[src/rtl/io_port_bank_pkg.sv]
// Shared constants and address-map helpers for the io_port_bank register block.
package io_port_bank_pkg;

    localparam int unsigned CTRL_IRQ_EN = 0;

    function automatic int unsigned addr_status(input int unsigned n_in, input int unsigned n_out);
        return n_in + n_out;
    endfunction

    function automatic int unsigned addr_ctrl(input int unsigned n_in, input int unsigned n_out);
        return n_in + n_out + 1;
    endfunction

endpackage

[src/rtl/io_port_bank_change.sv]
// One input channel: registered sample plus sticky change flag, where a new change beats a clear.
module io_change_detect #(
    parameter int unsigned DATA_WIDTH = 8
) (
    input  logic                  clk,
    input  logic                  rst,
    input  logic [DATA_WIDTH-1:0] din,
    input  logic                  clr,
    output logic [DATA_WIDTH-1:0] q,
    output logic                  changed
);

    logic set;

    assign set = (din != q);

    always_ff @(posedge clk) begin
        if (rst) begin
            // Load the live value so the first post-reset cycle sees no change.
            q       <= din;
            changed <= 1'b0;
        end else begin
            q <= din;
            if (set)
                changed <= 1'b1;
            else if (clr)
                changed <= 1'b0;
        end
    end

endmodule

[src/rtl/io_port_bank.sv]
// Memory-mapped bank of registered input channels, strobed output registers,
// sticky change status and a level interrupt behind a one-cycle-latency bus.
module io_port_bank
    import io_port_bank_pkg::*;
#(
    parameter int unsigned N_INPUTS   = 2,
    parameter int unsigned N_OUTPUTS  = 2,
    parameter int unsigned DATA_WIDTH = 8,
    parameter int unsigned ADDR_WIDTH = $clog2(N_INPUTS + N_OUTPUTS + 2)
) (
    input  logic                             clk,
    input  logic                             rst,
    input  logic [N_INPUTS*DATA_WIDTH-1:0]   inputs,
    output logic [N_OUTPUTS*DATA_WIDTH-1:0]  outputs,
    output logic [N_OUTPUTS-1:0]             out_strobe,
    input  logic [ADDR_WIDTH-1:0]            addr,
    input  logic                             wr_en,
    input  logic [DATA_WIDTH-1:0]            wr_data,
    input  logic                             rd_en,
    output logic [DATA_WIDTH-1:0]            rd_data,
    output logic                             rd_valid,
    output logic [N_INPUTS-1:0]              changed,
    output logic                             irq
);

    localparam int unsigned A_STATUS = addr_status(N_INPUTS, N_OUTPUTS);
    localparam int unsigned A_CTRL   = addr_ctrl(N_INPUTS, N_OUTPUTS);

    logic [N_INPUTS*DATA_WIDTH-1:0] in_q;
    logic [N_INPUTS-1:0]            clr_vec;
    logic [N_OUTPUTS-1:0]           wr_hit;
    logic [DATA_WIDTH-1:0]          rd_mux;
    logic                           irq_en;
    int unsigned                    a_idx;

    assign a_idx = 32'(addr);

    genvar g;
    generate
        for (g = 0; g < N_INPUTS; g++) begin : g_in
            io_change_detect #(.DATA_WIDTH(DATA_WIDTH)) u_cd (
                .clk     (clk),
                .rst     (rst),
                .din     (inputs[g*DATA_WIDTH +: DATA_WIDTH]),
                .clr     (clr_vec[g]),
                .q       (in_q[g*DATA_WIDTH +: DATA_WIDTH]),
                .changed (changed[g])
            );
        end
    endgenerate

    // Clear sources: reading the channel itself, or writing 1 to its STATUS bit.
    always_comb begin
        clr_vec = '0;
        for (int unsigned i = 0; i < N_INPUTS; i++) begin
            clr_vec[i] = (rd_en && (a_idx == i)) ||
                         (wr_en && (a_idx == A_STATUS) && wr_data[i]);
        end
    end

    always_comb begin
        wr_hit = '0;
        for (int unsigned j = 0; j < N_OUTPUTS; j++) begin
            wr_hit[j] = wr_en && (a_idx == N_INPUTS + j);
        end
    end

    // Read mux sees pre-edge register state, so same-cycle read+write returns the old value.
    always_comb begin
        rd_mux = '0;
        for (int unsigned i = 0; i < N_INPUTS; i++) begin
            if (a_idx == i)
                rd_mux = in_q[i*DATA_WIDTH +: DATA_WIDTH];
        end
        for (int unsigned j = 0; j < N_OUTPUTS; j++) begin
            if (a_idx == N_INPUTS + j)
                rd_mux = outputs[j*DATA_WIDTH +: DATA_WIDTH];
        end
        if (a_idx == A_STATUS)
            rd_mux[N_INPUTS-1:0] = changed;
        if (a_idx == A_CTRL)
            rd_mux[CTRL_IRQ_EN] = irq_en;
    end

    always_ff @(posedge clk) begin
        if (rst) begin
            outputs    <= '0;
            out_strobe <= '0;
            rd_data    <= '0;
            rd_valid   <= 1'b0;
            irq_en     <= 1'b0;
        end else begin
            out_strobe <= wr_hit;
            for (int unsigned j = 0; j < N_OUTPUTS; j++) begin
                if (wr_hit[j])
                    outputs[j*DATA_WIDTH +: DATA_WIDTH] <= wr_data;
            end
            if (wr_en && (a_idx == A_CTRL))
                irq_en <= wr_data[CTRL_IRQ_EN];
            rd_valid <= rd_en;
            if (rd_en)
                rd_data <= rd_mux;
        end
    end

    assign irq = irq_en & (|changed);

endmodule
[config.mk]
export PLATFORM = sky130hd
export DESIGN_NAME = io_port_bank
export DESIGN_NICKNAME = d
export VERILOG_FILES = /design/src/rtl/io_port_bank_pkg.sv /design/src/rtl/io_port_bank_change.sv /design/src/rtl/io_port_bank.sv
export SDC_FILE = /design/constraint.sdc
export NUM_CORES = 1
export LEC_CHECK = 0
export BUFFER_PORTS_ARGS = -buffer_cell sky130_fd_sc_hd__buf_2
export CORE_MARGIN = 10
export CORE_UTILIZATION = 50
export DETAILED_ROUTE_END_ITERATION = 10
export GPL_ROUTABILITY_DRIVEN = 0
export PLACE_DENSITY = 0.78
export SYNTH_ARGS = -nofsm -noshare
export SYNTH_HDL_FRONTEND = slang
export SYNTH_SLANG_ARGS = --single-unit
[constraint.sdc]
create_clock -name clk -period 1.5 [get_ports clk]
set_input_delay 0.15 -clock clk [delete_from_list [all_inputs] [get_ports clk]]
set_output_delay 0.15 -clock clk [all_outputs]
set_load 0.03 [all_outputs]
[After elaboration in Yosys (flattened, before gate mapping)]
Index checks and enable logic that the tools add are counted.
Cells by class
  equal/unequal tests: 7
  muxes and demuxes: 10
  bitwise operators: 1
  reduce and logical (&&, ||, !) cells: 14
Operators by type and width (count)
  32-bit zero test: 1
  8-bit 2-to-1 mux: 4
  8-bit inequality test: 2
  1-bit logical AND: 8
  3-bit by 2-bit equality test with 1-bit output (second input constant): 2
  3-bit equality test (second input constant): 2
  1-bit 2-to-1 mux: 5
  2-bit nonzero test: 2
  3-bit by 1-bit equality test with 1-bit output (second input constant): 1
  1-bit logical OR: 2
  2-bit 2-to-1 mux: 1
  2-bit OR reduction: 1
  1-bit bitwise AND: 1
Word-level totals
  register bits: 46
  bits of input ports: 31

[Depth between registers and ports, before layout]
Gate-level depths: netlist of run 1.
  word-level depth: 7
  gate-level depth with buffers: 7
  mapped depth without buffers: 4

[Modules after synthesis]
A second synthesis of run 1 with hierarchy kept.
Unflattened totals
  cells, all modules: 200
  area total of the unflattened synthesis: 1845.5 sq um
Modules (own cells, without submodules)
  io_port_bank: times used 1, cells an instance 156, area an instance 1292.5 sq um
  io_change_detect: times used 2, cells an instance 22, area an instance 276.5 sq um

[Worst setup path before layout of run 1]
OpenSTA, ideal clock, no wires.
  path type: register -> register
  from: register outputs[9]
  to: register rd_data[1]
  library setup time: 144 ps
  arrival time: 1042 ps
  data required time: 1356 ps
  path slack: 314 ps
  cell stages (with the launch flop): 4
  buffers on the path: 0
  clock period less this slack: 1186 ps
  path through: dfxtp_1 mux4_2 nand2_1 a311oi_2
Between the ends
  word-level cells in the longest chain between the ends: 2
Ends and longest elaborated chain
  start: declaration: line io_port_bank.sv:14  | output logic [N_OUTPUTS*DATA_WIDTH-1:0] outputs,
  start signal: indexed assignment: line io_port_bank.sv:96  | outputs[j*DATA_WIDTH +: DATA_WIDTH] <= wr_data;
  8-bit 2-to-1 mux: line io_port_bank.sv:76  | if (a_idx == N_INPUTS + j)
  2-bit 2-to-1 mux: line io_port_bank.sv:79  | if (a_idx == A_STATUS)
  end signal: assignment: line io_port_bank.sv:102  | rd_data <= rd_mux;
  end: declaration: line io_port_bank.sv:20  | output logic [DATA_WIDTH-1:0] rd_data,
No other way between the ends.
A chain may end at the register's enable or synchronous reset.

[Worst setup path in the final report of run 1]
  from: input port inputs[12]
  to: register g_in[1].u_cd.changed
Between the ends
  word-level cells in the longest chain between the ends: 2
Ends and longest elaborated chain
  start: declaration: line io_port_bank.sv:13  | input logic [N_INPUTS*DATA_WIDTH-1:0] inputs,
  8-bit inequality test *: line io_port_bank_change.sv:15  | assign set = (din != q);
  1-bit 2-to-1 mux / 2-bit nonzero test (equally long branches)
  end signal: assignment: line io_port_bank_change.sv:21  | changed <= 1'b0;
  end signal: assignment: line io_port_bank_change.sv:25  | changed <= 1'b1;
  end signal: assignment: line io_port_bank_change.sv:27  | changed <= 1'b0;
  end: declaration: line io_port_bank_change.sv:10  | output logic changed
Mark *: on every way between the ends. The rest lies on a longest branch, timed or not.

==> results of run 1 <==
[cells in the final DEF, fill, tap and decap left out, types with 4 or more instances in the layout]
cell type and n:
nand2_1 40, a21oi_1 8, nand2_2 8, o2bb2ai_1 6, buf_4 8, nor2_1 13
buf_2 60, xor2_1 16, dfxtp_1 46, clkbuf_8 5, nor4_1 4, dlygate4sd3_1 16
a21oi_2 8, mux2i_1 8, a311oi_2 7
[path summary, 6_finish.rpt]
check                          to  cells past startpoint         startpoint
min                   outputs[15]                      3         wr_data[7]
max          g_in[1].u_cd.changed                      5         inputs[12]
min reg2reg            outputs[6]                      2         outputs[6]
max reg2reg  g_in[1].u_cd.changed                      3  g_in[1].u_cd.q[4]
[power breakdown]
group	leakage (nW)	total [mW]	internal (mW)	switching (mW)
logic	0.674	0.388	0.165	0.224
clock network	0.0383	0.703	0.321	0.382
registers	0.380	1.31	1.27	0.0372
[worst max-delay path: stages]
cell and delay (ns):
dlygate4sd3_1 0.53, buf_2 0.13, xor2_1 0.13, nor4_1 0.40
a31oi_1 0.13
[Yosys cell counts, drive strengths merged]
cell type / n
a221oi: 1
nand4: 1
mux4: 1
o21ai: 1
buf: 11
nand3: 3
a21oi: 16
a31oi: 3
a311oi: 7
and2b: 1
nor2: 13
nand2: 48
o211ai: 1
nor3: 1
dfxtp: 46
nor4: 5
nand2b: 1
o2bb2ai: 7
xor2: 16
o31ai: 1
and3b: 1
and4: 1
clkbuf: 4
mux2i: 8
nor2b: 3
and2: 1
inv: 2
o21a: 1
[state kept, by name (all words and copies together) (netlist names)]
signal             flops
g_in.u_cd.changed      2
g_in.u_cd.q           16
outputs               16
irq_en                 1
rd_valid               1
out_strobe             2
rd_data                8
[final cells by class]
type                       instances  area (um^2)
clock buffer                       7         76.3
inverter                           2         7.51
tap                               48         60.1
multi-input combinational        142          958
sequential                        46          921
fill                             315         1200
timing repair buffer              84          520
[routing by layer]
metal | vias to the layer above | track usage [%] | share of wire (%)
met2 | 75 | 27.8 | 50
li1 | 852 | - | -
met5 | - | 0 | 0
met1 | 831 | 17.5 | 40
met3 | 8 | 5.66 | 8.3
met4 | 0 | 5.38 | 1.7
[what timing repair did]
item | CTS | global route
hold endpoints to repair | 16 | 0
hold buffers | 16 | 0
resized for setup | 0 | 0
[cells by family (layout without fill, tap and decap cells)]
kind of cell	Yosys count	count (layout)	synth area share [%]
and+or+nand+nor	79	79	18.7
DFF	46	46	46.3
AOI/OAI and AO/OA	38	38	17.3
buffers and inverters	17	93	5.41
xor gates and xnor gates	16	16	7.05
muxes	9	9	5.16
==> impl_metrics.yaml, run 1 <==
min_path:
  min_path_type: "primary input to register"
floorplan:
  fp.dieArea_um2: 6900
  die_h_um: 83.0
  rows: 22
  ios: 61
  die_x_um: 83.0
  initial_core_util_pct: 53.1
  core_area_um2: 3740
clocking:
  cts-root-buf: "clkbuf_8"
  cts_num_sinks: 46
  cts_setup_buffers: 0
  clk_path_buf_depth: 2
  cts_tree: "done"
  path_clk_slew_ns: 0.08
  cts_buffers: 5
  insertion_delay_ns: 0.30
  h-tree-depth: 2
sta:
  min_period_ns: 1.30
  finalHoldViolCount: 0
  fmax_mhz: 771
  post-route-period-util_pct: 86.5
  rsz0062_at_grt: "no"
  slew_viol_final: 0
  setup-tns-final_ns: 0
  timing.clock.skew_ns: 0.00623
  worstMarginPinSlew_ns: 0.486
  slew_headroom_pct: 67.6
  layout_setup_ws_ns: 0.202
  setup_viol: 0
  hold_ws_ns: 0.0929
synthesis:
  synth_seq_cells: 46
  yosysSeqAreaShare_pct: 46.3
  synth_cell_types: 36
  yosys_warnings: 0
  synthTopCellsByArea: "dfxtp_1, nand2_1, xor2_1"
  synth_area_um2: 1990
  synth_top_cell_area_share_pct: 46.3
  avgSynthCellArea_um2: 9.69
  synth_fp_nets: 236
  synthCells: 205
  post-synth-top-area-cell: "dfxtp_1"
global_route:
  grt_use_total_pct: 16.0
  grt.overflow.total: 0
  grt_pass1_wl_um: 9160
  grt_pass1_vias: 1865
  grt_antenna_before_repair: 0
  grt_start_max_net_pins: 21
place:
  io_buffer_count: 60
  dp_hpwl_um: 4050
  place_ws_ns: 0.226
  place_inst: 306
  dpl_cell_area_um2: 2310
worst_setup_path:
  r2r_slack_ns: 0.36
  worstPathArrival_ns: 1.46
  cp-start-kind: "primary input"
  path_class: "primary input to register"
  end_kind: "register"
  cp.required_ns: 1.67
  path_max_fanout: 2
detailed_routing:
  vias: 1766
  drt_wl_total_um: 5430
  ant_nets: 0
  drc_errors: 0
  detail_route.wl_per_cell_um: 16.5
  firstDrtPassIters: 4
  vias_per_cell: 5.37
  drt_iter0_drc: 98
cells_and_area:
  final-instance-count-excl-fill: 329
  nets: 312
  diodes: 0
  area_growth_syn_to_layout_pct: 28.0
  final_core_util_pct: 67.9
  drive_gt1_share_pct: 36.3
  fin_area_um2: 2540
power:
  power_density_nw_per_um2: 944
  p_total_mw: 2.40
  leakage_nw: 1.09
  ir_worst_vdd_mv: 0.601
job:
  drv_cap: 0
outcome:
  status: "finished, final reports clean"
Note: power is estimated with default switching activity, not from simulation.
==> run 2: changes to the inputs <==
RECOVER_POWER = 100   (was default)
SLEW_MARGIN = 20   (was default)
==> run 2 against run 1 <==
Compared with the run above: total power decreased by 0.93%; critical path type unchanged; worst setup slack improved by 0.0066 ns; worst hold slack improved by 0.00086 ns; clock power about the same; global-route usage unchanged; critical path depth unchanged; die area unchanged; combinational power decreased by 5.9%; register-to-register slack got worse by 0.04 ns; design area decreased by 3.9%; core utilization decreased by 2.6 points; via count decreased by 0.62%.
==> impl_metrics.yaml, run 2 (synthesis results as in run 1) <==
detailed_routing:
  drc_errors: 0
  ant_nets: 0
  drt_iter0_drc: 105
  drt_wl_total_um: 5490
  firstDrtPassIters: 4
  vias: 1755
  vias_per_cell: 5.33
  detail_route.wl_per_cell_um: 16.7
sta:
  post-route-period-util_pct: 86.1
  finalHoldViolCount: 0
  slew_viol_final: 0
  min_period_ns: 1.29
  timing.clock.skew_ns: 0.00479
  worstMarginPinSlew_ns: 0.606
  setup-tns-final_ns: 0
  slew_headroom_pct: 59.6
  rsz0062_at_grt: "no"
  setup_viol: 0
  layout_setup_ws_ns: 0.209
  fmax_mhz: 775
floorplan:
  core_area_um2: 3740
  initial_core_util_pct: 53.1
  fp.dieArea_um2: 6900
  die_h_um: 83.0
  ios: 61
  rows: 22
  die_x_um: 83.0
worst_setup_path:
  end_kind: "register"
  cp-start-kind: "primary input"
  path_class: "primary input to register"
  crit_family: "buffers and inverters"
  cp_slowest_cell: "dlygate4sd3_1"
  cp.required_ns: 1.67
  crit_buf_inv: 2
  cpPeakStageDelay_ns: 0.54
  path_max_fanout: 2
  worstPathArrival_ns: 1.46
  path_cells: "dlygate4sd3_1 > clkbuf_1 > xor2_1 > nor4_1 > a31oi_1"
clocking:
  cts-root-buf: "clkbuf_8"
  insertion_delay_ns: 0.29
  ctsHoldBuffers: 16
  cts_buffers: 5
  cts_tree: "done"
  clk_path_buf_depth: 2
  h-tree-depth: 2
  path_clk_slew_ns: 0.08
  cts_setup_buffers: 0
  cts_num_sinks: 46
  cts_resized: 0
global_route:
  grt_pass1_wl_um: 9160
  grt_use_total_pct: 16.0
  grt_pass1_vias: 1865
  grt_antenna_before_repair: 0
  grt.overflow.total: 0
  grt_start_max_net_pins: 21
cells_and_area:
  drive_gt1_share_pct: 16.7
  fin_area_um2: 2440
  final_common_cell: "clkbuf_1"
  diodes: 0
  area_growth_syn_to_layout_pct: 23.0
  final-instance-count-excl-fill: 329
  fillCellCount: 352
  final_cell_mix: "clkbuf_1, dfxtp_1, nand2_1, xor2_1, dlygate4sd3_1"
  nets: 312
  top_regs: "g_in.u_cd.q: 16 flops, outputs: 16 flops, rd_data: 8 flops"
power:
  power_density_nw_per_um2: 973
  leakage_nw: 0.909
  ir_worst_vdd_mv: 0.596
  p_total_mw: 2.38
min_path:
  min_path_type: "primary input to register"
place:
  io_buffer_count: 60
  place_inst: 306
  place_ws_ns: 0.226
  dp_hpwl_um: 4050
  dpl_cell_area_um2: 2310
job:
  drv_cap: 0
outcome:
  status: "finished, final reports clean"
## run 2: layout make-up
| type | count | area [um^2] | share of cell area (%) |
|---|---|---|---|
| multi-input cells | 142 | 926 | 37.9 |
| clock buffers | 7 | 76.3 | 3.12 |
| repair buffers | 84 | 454 | 18.6 |
| flip-flops and latches | 46 | 921 | 37.7 |
| well taps | 48 | 60.1 | 2.46 |
| inverters | 2 | 7.51 | 0.307 |
## run 2: path summary, 6_finish.rpt
check	cells past startpoint	to	slack (ns)	startpoint
min reg2reg	2	outputs[14]	0.48	outputs[14]
max	5	g_in[0].u_cd.changed	0.21	inputs[6]
max reg2reg	4	rd_data[0]	0.32	outputs[0]
min	3	outputs[13]	0.09	wr_data[5]
## run 2: per-stage QoR
step	util, %	hold WS [ns]
3_3_place_gp	61.6	0.275
2_1_floorplan	-	0.178
5_1_grt	65.3	0.0969
4_1_cts	67.9	0.0858
6_report	65.3	0.0938
3_5_place_dp	61.6	0.281
## run 2: tightest hold or removal path: stages
cell,delay [ns]
buf_2,0.11
nand2_2,0.05
a21oi_2,0.04
## run 2: metal layers
layer / track usage, % / share of wire [%] / vias to the layer above / wire length, um
li1: - / - / 851 / -
met5: 0 / 0 / - / 0
met3: 5.66 / 6.9 / 12 / 379
met4: 5.38 / 2.1 / 0 / 116
met2: 27.8 / 49 / 69 / 2710
met1: 17.5 / 42 / 823 / 2280
## run 2: power breakdown
group | switching [mW] | total (mW) | internal, mW | leakage (nW)
Clock | 0.381 | 0.702 | 0.321 | 0.0383
Combinational | 0.220 | 0.365 | 0.145 | 0.491
Sequential | 0.0381 | 1.31 | 1.27 | 0.380
==> run 3: changes to the inputs <==
BUFFER_PORTS_ARGS = default   (was -buffer_cell sky130_fd_sc_hd__buf_2)
CORE_UTILIZATION = 53   (was 50)
DONT_BUFFER_PORTS = 1   (was default)
PLACE_DENSITY = 0.68   (was 0.78)
==> run 3 against run 2 <==
Compared with the run above: via count fell by 9.3%; clock power rose by 14%; maximum frequency fell by 7.6%; wire length fell by 1.0%; sequential cell count did not move; worst setup slack got worse by 0.11 ns; critical path depth fell by 2; critical endpoint is now outputs[12].
==> impl_metrics.yaml, run 3 (synthesis results as in run 1) <==
cells_and_area:
  fillCellCount: 334
  fin_area_um2: 2380
  nets: 279
  diodes: 0
  area_growth_syn_to_layout_pct: 19.6
  final_core_util_pct: 65.4
  final_common_cell: "dfxtp_1"
  multi_input_area_um2: 920
  final-instance-count-excl-fill: 297
  drive_gt1_share_pct: 12.4
  register_area_um2: 921
  top_regs: "g_in.u_cd.q: 16 flops, outputs: 16 flops, rd_data: 8 flops"
  final_cell_mix: "dfxtp_1, nand2_1, dlygate4sd3_1, clkbuf_1, xor2_1"
worst_setup_path:
  cp_slowest_cell: "dfxtp_1"
  path_class: "register to register"
  end_kind: "register"
  cpPeakStageDelay_ns: 0.56
  cp-start-kind: "register"
  cp.required_ns: 1.76
  path_max_fanout: 3
  worstPathArrival_ns: 1.65
  path_cells: "nand2_1 > a21oi_1 > dlygate4sd3_1"
detailed_routing:
  firstDrtPassIters: 5
  drt_iter0_drc: 120
  drt_wl_total_um: 5430
  drc_errors: 0
  ant_nets: 0
  detail_route.wl_per_cell_um: 18.3
  vias_per_cell: 5.36
  vias: 1591
power:
  p_int_mw: 1.78
  power_frac_comb_pct: 12.4
  p_sw_share_pct: 26.4
  leakage_nw: 0.866
  pwr-share-seq_pct: 54.5
  p_switching_mw: 0.637
  pwr-share-clk_pct: 33.1
  ir_worst_vdd_mv: 0.523
  power_density_nw_per_um2: 1020
global_route:
  busiest_layer: "met2"
  grtUsageMet3_pct: 8.06
  met2_usage_pct: 28.0
  grt.overflow.total: 0
  grt_pass1_wl_um: 8560
  grt_antenna_before_repair: 0
  grt_start_max_net_pins: 31
  grt_use_total_pct: 17.0
  grt_use_met1_pct: 18.1
  grt_pass1_vias: 1714
clocking:
  cts-root-buf: "clkbuf_8"
  cts_buffers: 5
  cts_num_sinks: 46
  insertion_delay_ns: 0.31
  path_clk_slew_ns: 0.09
  clk_path_buf_depth: 2
  h-tree-depth: 2
  cts_tree: "done"
sta:
  rsz0062_at_grt: "no"
  timing.clock.skew_ns: 0.00960
  finalHoldViolCount: 0
  slew_viol_final: 0
  worstMarginPinSlew_ns: 0.572
  setup_viol: 0
  fmax_mhz: 716
  post-route-period-util_pct: 93.1
  hold_ws_ns: 0.0246
  slew_headroom_pct: 61.8
  min_period_ns: 1.40
  setup-tns-final_ns: 0
floorplan:
  die_h_um: 81.2
  rows: 22
  initial_core_util_pct: 54.7
  fp.dieArea_um2: 6600
  die_x_um: 81.2
  ios: 61
  core_area_um2: 3630
place:
  io_buffer_count: 0
  dp_hpwl_um: 3980
  dpl_cell_area_um2: 2130
  place_inst: 262
min_path:
  min_path_type: "primary input to register"
outcome:
  status: "finished, final reports clean"
job:
  drv_cap: 0
==> run 3: layout make-up <==
type	count	area share [%]
flip-flops and latches	46	38.7
multi-input cells	142	38.7
repair buffers	51	15.7
clock buffers	6	3.47
well taps	48	2.53
clock inverters	2	0.526
inverters	2	0.316
==> run 3: timing repair <==
action / 4_1_cts / 5_1_grt
endpoints found under the hold margin: 46 / 0
resized for setup: 0 / 0
hold buffers: 27 / 0
setup endpoints to repair: 0 / 0
setup buffers: 0 / 0
==> run 3: worst paths after layout <==
path / endpoint / startpoint / slack [ns] / cells after the start
hold / removal: irq_en / wr_data[0] / 0.02 / 2
setup reg to reg: outputs[12] / outputs[12] / 0.10 / 3
hold reg to reg: rd_data[2] / outputs[10] / 0.49 / 2
setup / recovery: outputs[12] / outputs[12] / 0.10 / 3
==> run 3: routing by layer <==
layer  routed length (um)  vias to the layer above  share of wire [%]
met5                    0                        -                  0
met4                  131                        0                2.4
met3                  562                       14                 10
met2                 2660                       59                 49
met1                 2080                      734                 38
li1                     -                      784                  -
==> run 3: power by group through the flow <==
stage,clock (mW),sequential (mW),combinational [mW]
2_1_floorplan,0,1.38,0.187
3_3_place_gp,0,1.34,0.237
3_5_place_dp,0,1.35,0.242
4_1_cts,0.801,1.32,0.327
5_1_grt,0.848,1.32,0.323
6_report,0.799,1.32,0.299
==> run 3: worst max-delay path, delay by kind of cell, from the launching register on <==
family / cells / cell delay, ns
flip-flops: 1 / 0.56
buffers and inverters: 1 / 0.55
AND/OR/NAND/NOR: 1 / 0.09
AO/OA/AOI/OAI: 1 / 0.15
==> run 3: per-stage QoR <==
stage / setup WS (ns) / total power, mW
after floorplan: 0.314 / 1.56
after global placement: 0.301 / 1.58
after detailed placement: 0.295 / 1.59
after CTS: 0.0956 / 2.44
after global routing: 0.0188 / 2.49
final: 0.103 / 2.41
